`src/rtl/instr_issue_unit.sv`:
```
// Instruction issue unit: FIFO-buffered instruction register feeding the control FSM, owns current_state.
// Latency: push to earliest IR load 1 cycle; IR load to done = FSM steps + 1 cycles.
// Backpressure: instr_ready = !full (a same-cycle pop does not free a slot); optional RETIRE_COUNT_EN adds counters.
module instr_issue_unit #(
  parameter int FIFO_DEPTH = 4,
  parameter int MAX_STEPS  = 7
) (
  input  logic        clk,
  input  logic        reset,
  input  logic [17:0] instr_in,
  input  logic        instr_valid,
  output logic        instr_ready,
  input  logic [4:0]  next_state,
  output logic [4:0]  current_state,
  output logic [3:0]  func,
  output logic [2:0]  input1,
  output logic [2:0]  input2,
  output logic [7:0]  imm_data,
  output logic        busy,
  output logic        done,
  output logic        illegal,
  output logic        abort
`ifdef RETIRE_COUNT_EN
  ,
  output logic [15:0] retired_cnt,
  output logic [7:0]  fault_cnt
`endif
);

  localparam int PW = (FIFO_DEPTH > 1) ? $clog2(FIFO_DEPTH) : 1;
  localparam logic [PW:0] FULL_CNT  = FIFO_DEPTH[PW:0];
  localparam logic [3:0]  MAX_STEP_C = MAX_STEPS[3:0];

  typedef enum logic {IDLE, EXEC} ctrl_t;

  ctrl_t        ctrl_q, ctrl_d;
  logic [17:0]  ir_q, ir_d;
  logic [4:0]   cur_state_q, cur_state_d;
  logic [3:0]   step_cnt_q, step_cnt_d;
  logic         done_q, done_d;
  logic         illegal_q, illegal_d;
  logic         abort_q, abort_d;
  logic [17:0]  mem_q [FIFO_DEPTH];
  logic [17:0]  mem_d [FIFO_DEPTH];
  logic [PW-1:0] rd_ptr_q, rd_ptr_d;
  logic [PW-1:0] wr_ptr_q, wr_ptr_d;
  logic [PW:0]  count_q, count_d;
  logic         push, pop, fifo_empty, retire;
  logic [17:0]  fifo_head;
`ifdef RETIRE_COUNT_EN
  logic [15:0]  retired_cnt_q, retired_cnt_d;
  logic [7:0]   fault_cnt_q, fault_cnt_d;
`endif

  assign fifo_empty  = (count_q == '0);
  assign fifo_head   = mem_q[rd_ptr_q];
  assign instr_ready = (count_q != FULL_CNT);

  // Outputs are gated flops, so they stay stable for the whole instruction and drop to NOP outside EXEC.
  always_comb begin
    busy          = (ctrl_q == EXEC);
    func          = busy ? ir_q[17:14] : 4'b0000;
    input1        = busy ? ir_q[13:11] : 3'd0;
    input2        = busy ? ir_q[10:8]  : 3'd0;
    imm_data      = busy ? ir_q[7:0]   : 8'd0;
    current_state = cur_state_q;
    done          = done_q;
    illegal       = illegal_q;
    abort         = abort_q;
  end

  // Control FSM, retire detection and FIFO bookkeeping.
  always_comb begin
    push        = instr_valid && instr_ready;
    pop         = 1'b0;
    retire      = 1'b0;
    ctrl_d      = ctrl_q;
    ir_d        = ir_q;
    cur_state_d = cur_state_q;
    step_cnt_d  = step_cnt_q;
    done_d      = 1'b0;
    illegal_d   = 1'b0;
    abort_d     = 1'b0;
    case (ctrl_q)
      IDLE: begin
        if (!fifo_empty) begin
          pop         = 1'b1;
          ir_d        = fifo_head;
          cur_state_d = 5'd0;
          step_cnt_d  = 4'd0;
          ctrl_d      = EXEC;
        end
      end
      default: begin
        if (next_state == 5'd0) begin
          // Returning to 0 retires; never leaving 0 means the opcode had no step.
          retire    = 1'b1;
          illegal_d = (cur_state_q == 5'd0);
        end else if (step_cnt_q == MAX_STEP_C) begin
          retire  = 1'b1;
          abort_d = 1'b1;
        end else begin
          cur_state_d = next_state;
          step_cnt_d  = step_cnt_q + 4'd1;
        end
        if (retire) begin
          done_d      = 1'b1;
          cur_state_d = 5'd0;
          step_cnt_d  = 4'd0;
          if (!fifo_empty) begin
            pop  = 1'b1;
            ir_d = fifo_head;
          end else begin
            ctrl_d = IDLE;
          end
        end
      end
    endcase

    mem_d = mem_q;
    if (push) mem_d[wr_ptr_q] = instr_in;
    wr_ptr_d = push ? wr_ptr_q + 1'b1 : wr_ptr_q;
    rd_ptr_d = pop ? rd_ptr_q + 1'b1 : rd_ptr_q;
    count_d  = count_q;
    if (push && !pop)      count_d = count_q + 1'b1;
    else if (!push && pop) count_d = count_q - 1'b1;

`ifdef RETIRE_COUNT_EN
    retired_cnt_d = done_d ? retired_cnt_q + 16'd1 : retired_cnt_q;
    fault_cnt_d   = (illegal_d || abort_d) ? fault_cnt_q + 8'd1 : fault_cnt_q;
`endif
  end

  // State registers; reset flushes the FIFO and drops any executing instruction without retiring it.
  always_ff @(posedge clk) begin
    if (reset) begin
      ctrl_q      <= IDLE;
      ir_q        <= '0;
      cur_state_q <= '0;
      step_cnt_q  <= '0;
      done_q      <= 1'b0;
      illegal_q   <= 1'b0;
      abort_q     <= 1'b0;
      rd_ptr_q    <= '0;
      wr_ptr_q    <= '0;
      count_q     <= '0;
      for (int i = 0; i < FIFO_DEPTH; i++) mem_q[i] <= '0;
`ifdef RETIRE_COUNT_EN
      retired_cnt_q <= '0;
      fault_cnt_q   <= '0;
`endif
    end else begin
      ctrl_q      <= ctrl_d;
      ir_q        <= ir_d;
      cur_state_q <= cur_state_d;
      step_cnt_q  <= step_cnt_d;
      done_q      <= done_d;
      illegal_q   <= illegal_d;
      abort_q     <= abort_d;
      rd_ptr_q    <= rd_ptr_d;
      wr_ptr_q    <= wr_ptr_d;
      count_q     <= count_d;
      for (int i = 0; i < FIFO_DEPTH; i++) mem_q[i] <= mem_d[i];
`ifdef RETIRE_COUNT_EN
      retired_cnt_q <= retired_cnt_d;
      fault_cnt_q   <= fault_cnt_d;
`endif
    end
  end

`ifdef RETIRE_COUNT_EN
  assign retired_cnt = retired_cnt_q;
  assign fault_cnt   = fault_cnt_q;
`endif

endmodule
```
`config.mk`:
```
export PLATFORM = sky130hd
export DESIGN_NAME = instr_issue_unit
export DESIGN_NICKNAME = d
export VERILOG_FILES = /design/src/rtl/instr_issue_unit.sv
export SDC_FILE = /design/constraint.sdc
export NUM_CORES = 1
export LEC_CHECK = 0
export ABC_AREA = 1
export CORE_AREA = 2 2 98 100
export DETAILED_ROUTE_END_ITERATION = 7
export DIE_AREA = 0 0 100 102
export PLACE_DENSITY_LB_ADDON = 0.3
export RECOVER_POWER = 100
export SKIP_LAST_GASP = 1
export SLEW_MARGIN = 20
export SYNTH_ARGS = -nofsm -noshare
export SYNTH_HDL_FRONTEND = slang
export SYNTH_SLANG_ARGS = --single-unit
```
`constraint.sdc`:
```
create_clock -name clk -period 4.5 [get_ports clk]
set_input_delay 0.675 -clock clk [delete_from_list [all_inputs] [get_ports clk]]
set_output_delay 0.675 -clock clk [all_outputs]
set_load 0.01 [all_outputs]
```
==> impl_results.md <==
* Status: complete, no violations
* Clock tree from TritonCTS: built
* Dpl ws at 1.37 ns
* Syn_nets at 830
* Setup TNS at 0 ns
* NetSw at 1.29 mW
* Chip width at 100 um
* Final ANT Viol Nets at 0
* Crit path launch type: input pin
* Max incr delay on CP at 0.86 ns
* Crit path buf inv count at 3
* Max Cap Violations at 0
* Inserted Clock Buffers at 9
* Root buffer cell: clkbuf_8
* Worst VDD drop at 244 uV
* Cells along the critical path: dlygate4sd3_1 -> nand2_4 -> clkinvlp_2 -> buf_4 -> nand2_1 -> nand2_1 -> a21oi_1
* Period minus WS final at 3.55 ns
* Sequential fraction of the synthesis area at 41.3%
* DR DRC count at 0
* Reg clk slew, reported paths at 0.10 ns
* Worst Path Required at 4.79 ns
* Max-slew headroom at 25.3%
* PD cells at 544 nW/um^2
* Cell count after synthesis at 797
* First-pass GRT wire length at 21.8 mm
* CTS sink count at 110
* Layout area overhead at 11.9%
* Worst EP arrival at 3.83 ns
* Clk pwr share at 22.1%
* Synth cell types at 25
* Hold Crit Class: flip-flop to flip-flop
* Hold slack at 0.466 ns
* Total congestion overflow at 0
* Initial Utilization at 58.5%
* I/O Pins at 54
* Site Rows at 35
* Routed vias/inst at 5.35
* Setup Viol. Count Final at 0
* Leak Pwr at 2.57 nW
* Syn avg cell area at 6.68 sq um
* Global-route usage over all layers at 26.5%
* Unrepaired setup endpoints after global routing: false
* Max Transition Viols Final at 0
* Setup ws final at 0.953 ns
* Initial antenna violation count at 0
* Commonest non-fill, non-tap cell in the layout: nand2_1
* Buffers inserted by post-CTS timing repair at 0
* Die area at 10200 sq um
* Final-report hold violation count at 0
* FF-to-FF Start: count_q[0]
* Worst path most repeated cell: nand2_1
* Fin nets at 849
* H-tree levels at 3
* Sw Ratio at 39.7%
* Largest net degree at the start of global routing at 83
* Comb pwr share at 39.7%
* Tcrit/Tclk final at 78.8%
* # fillers at 849
* Mapped Area at 5330 sq um
* Setup crit start: instr_valid
* Yosys warns at 0
* FF+latch count, synth at 110
* DP Wirelength at 7.91 mm
* Vias at 4989
* Commonest non-fill, non-tap cells in the layout: 224 x nand2_1, 130 x nand3_1, 119 x inv_1
* Hold Path Origin: mem_q[58]
* DIE HEIGHT at 102 um
* Skew final at 0.0102 ns
* Max Freq at 282 MHz
* DRT iter0 DRCs at 450
* Register share of total power at 38.2%
* Clock Path Buffers at 2
* Delay-heaviest family, CP: buffers and inverters
* GPL Wtd Cong at 0.805
* Setup CP Type: input pin to flip-flop
* Vias in the first global route at 4804
* WL per Instance at 13.8 um
* Internal at 1.95 mW
* Slowest CP cell: clkinvlp_2
* Least-Margin Pin Slew at 1.11 ns
* CTS resizes at 0
* CP endpoint kind: flip-flop
* CTS Hold Buffers Added at 0
* Core Footprint at 9110 sq um
* Seq. cell area at 2200 sq um
* Multi-input gate area at 2340 sq um
* I/O Buffers at 53
* Antenna cells at 0
* Total wire length at 12.9 mm
* Worst skew pair latency at 0.37 ns
* Share of layout cells above drive strength 1 at 3.53%
* Router iterations before antenna repair at 5
* CP max FO at 48
## per-stage QoR
step                total power [mW]  instances  util [%]  cell area, sq um
global placement                2.52        916      62.9              5730
detailed placement              2.56        916      62.9              5730
finish                          3.24        932      65.4              5960
global route                    3.49        932      65.4              5960
floorplan                       2.24        797         -              5330
CTS                             3.27        932      65.6              5980
## routing by layer
layer	GRT usage, %	routed length, um	up-vias
met3	2.80	641	25
met1	32.7	5500	2299
li1	-	-	2519
met2	47.4	6450	146
met5	0	0	-
met4	11.3	282	0
## synth_stat cells
library cell    n  area, sq um
nor2_1         28          105
clkbuf_1       13         48.8
dfxtp_1       110         2200
inv_2           1         3.75
o21ai_0         6         30.0
nand2_1       220          826
buf_1           8         30.0
a21oi_1       107          536
nand2_4         1         11.3
inv_1         119          447
nand3_1       130          651
ha_1            6         75.1
buf_4           5         37.5
xor2_1          2         17.5
buf_6          11          124
inv_4           1         6.26
nor2_2          2         12.5
o21a_1          1         7.51
nand3_2         1         10.0
nand2_2         5         31.3
buf_2          15         75.1
nor3_1          2         10.0
nor3b_1         1         7.51
fa_1            1         20.0
clkinv_1        1         3.75
## power by group through the flow
stage / logic, mW / clock network, mW / registers, mW
final: 1.29 / 0.716 / 1.24
after global routing: 1.47 / 0.759 / 1.26
after CTS: 1.31 / 0.721 / 1.24
after detailed placement: 1.30 / 0 / 1.26
after global placement: 1.27 / 0 / 1.25
after floorplan: 1.02 / 0 / 1.23
## sequential cells by signal (all words and copies together), names as in the netlist
| register | flops |
|---|---|
| done | 1 |
| illegal | 1 |
| rd_ptr_q | 2 |
| step_cnt_q | 4 |
| mem_q | 72 |
| busy | 1 |
| current_state | 5 |
| wr_ptr_q | 2 |
| abort | 1 |
| ir_q | 18 |
| count_q | 3 |
## worst min-delay path, delay by kind of cell (launching register included)
kind	cells	cell delay (ns)
flip-flops	1	0.32
AND/OR/NAND/NOR	1	0.06
AO/OA/AOI/OAI	1	0.05
## path summary, 6_finish.rpt
check / end / slack (ns) / cells after the start
max reg2reg: mem_q[55] / 1.22 / 8
min reg2reg: mem_q[58] / 0.47 / 2
min: mem_q[58] / 0.47 / 2
max: mem_q[55] / 0.95 / 7
## final cells by class
| class | count | share of cell area [%] |
|---|---|---|
| multi-input cells | 513 | 39.3 |
| flip-flops and latches | 110 | 37.0 |
| repair buffers | 60 | 9.62 |
| inverters | 122 | 7.71 |
| well taps | 111 | 2.33 |
| clock buffers | 9 | 2.08 |
| clock inverters | 7 | 2.06 |
## kinds of logic (layout without fill, tap and decap cells)
kind of cell	count (synthesis)	count (layout)	share of synthesized area (%)
AOI/OAI and AO/OA	114	114	10.8
and+or+nand+nor	390	390	31.2
buffers and inverters	174	198	14.6
DFF	110	110	41.3
adders and majority gates	7	7	1.78
xor gates and xnor gates	2	2	0.329
No activity file was read; power rests on OpenSTA's default activity.
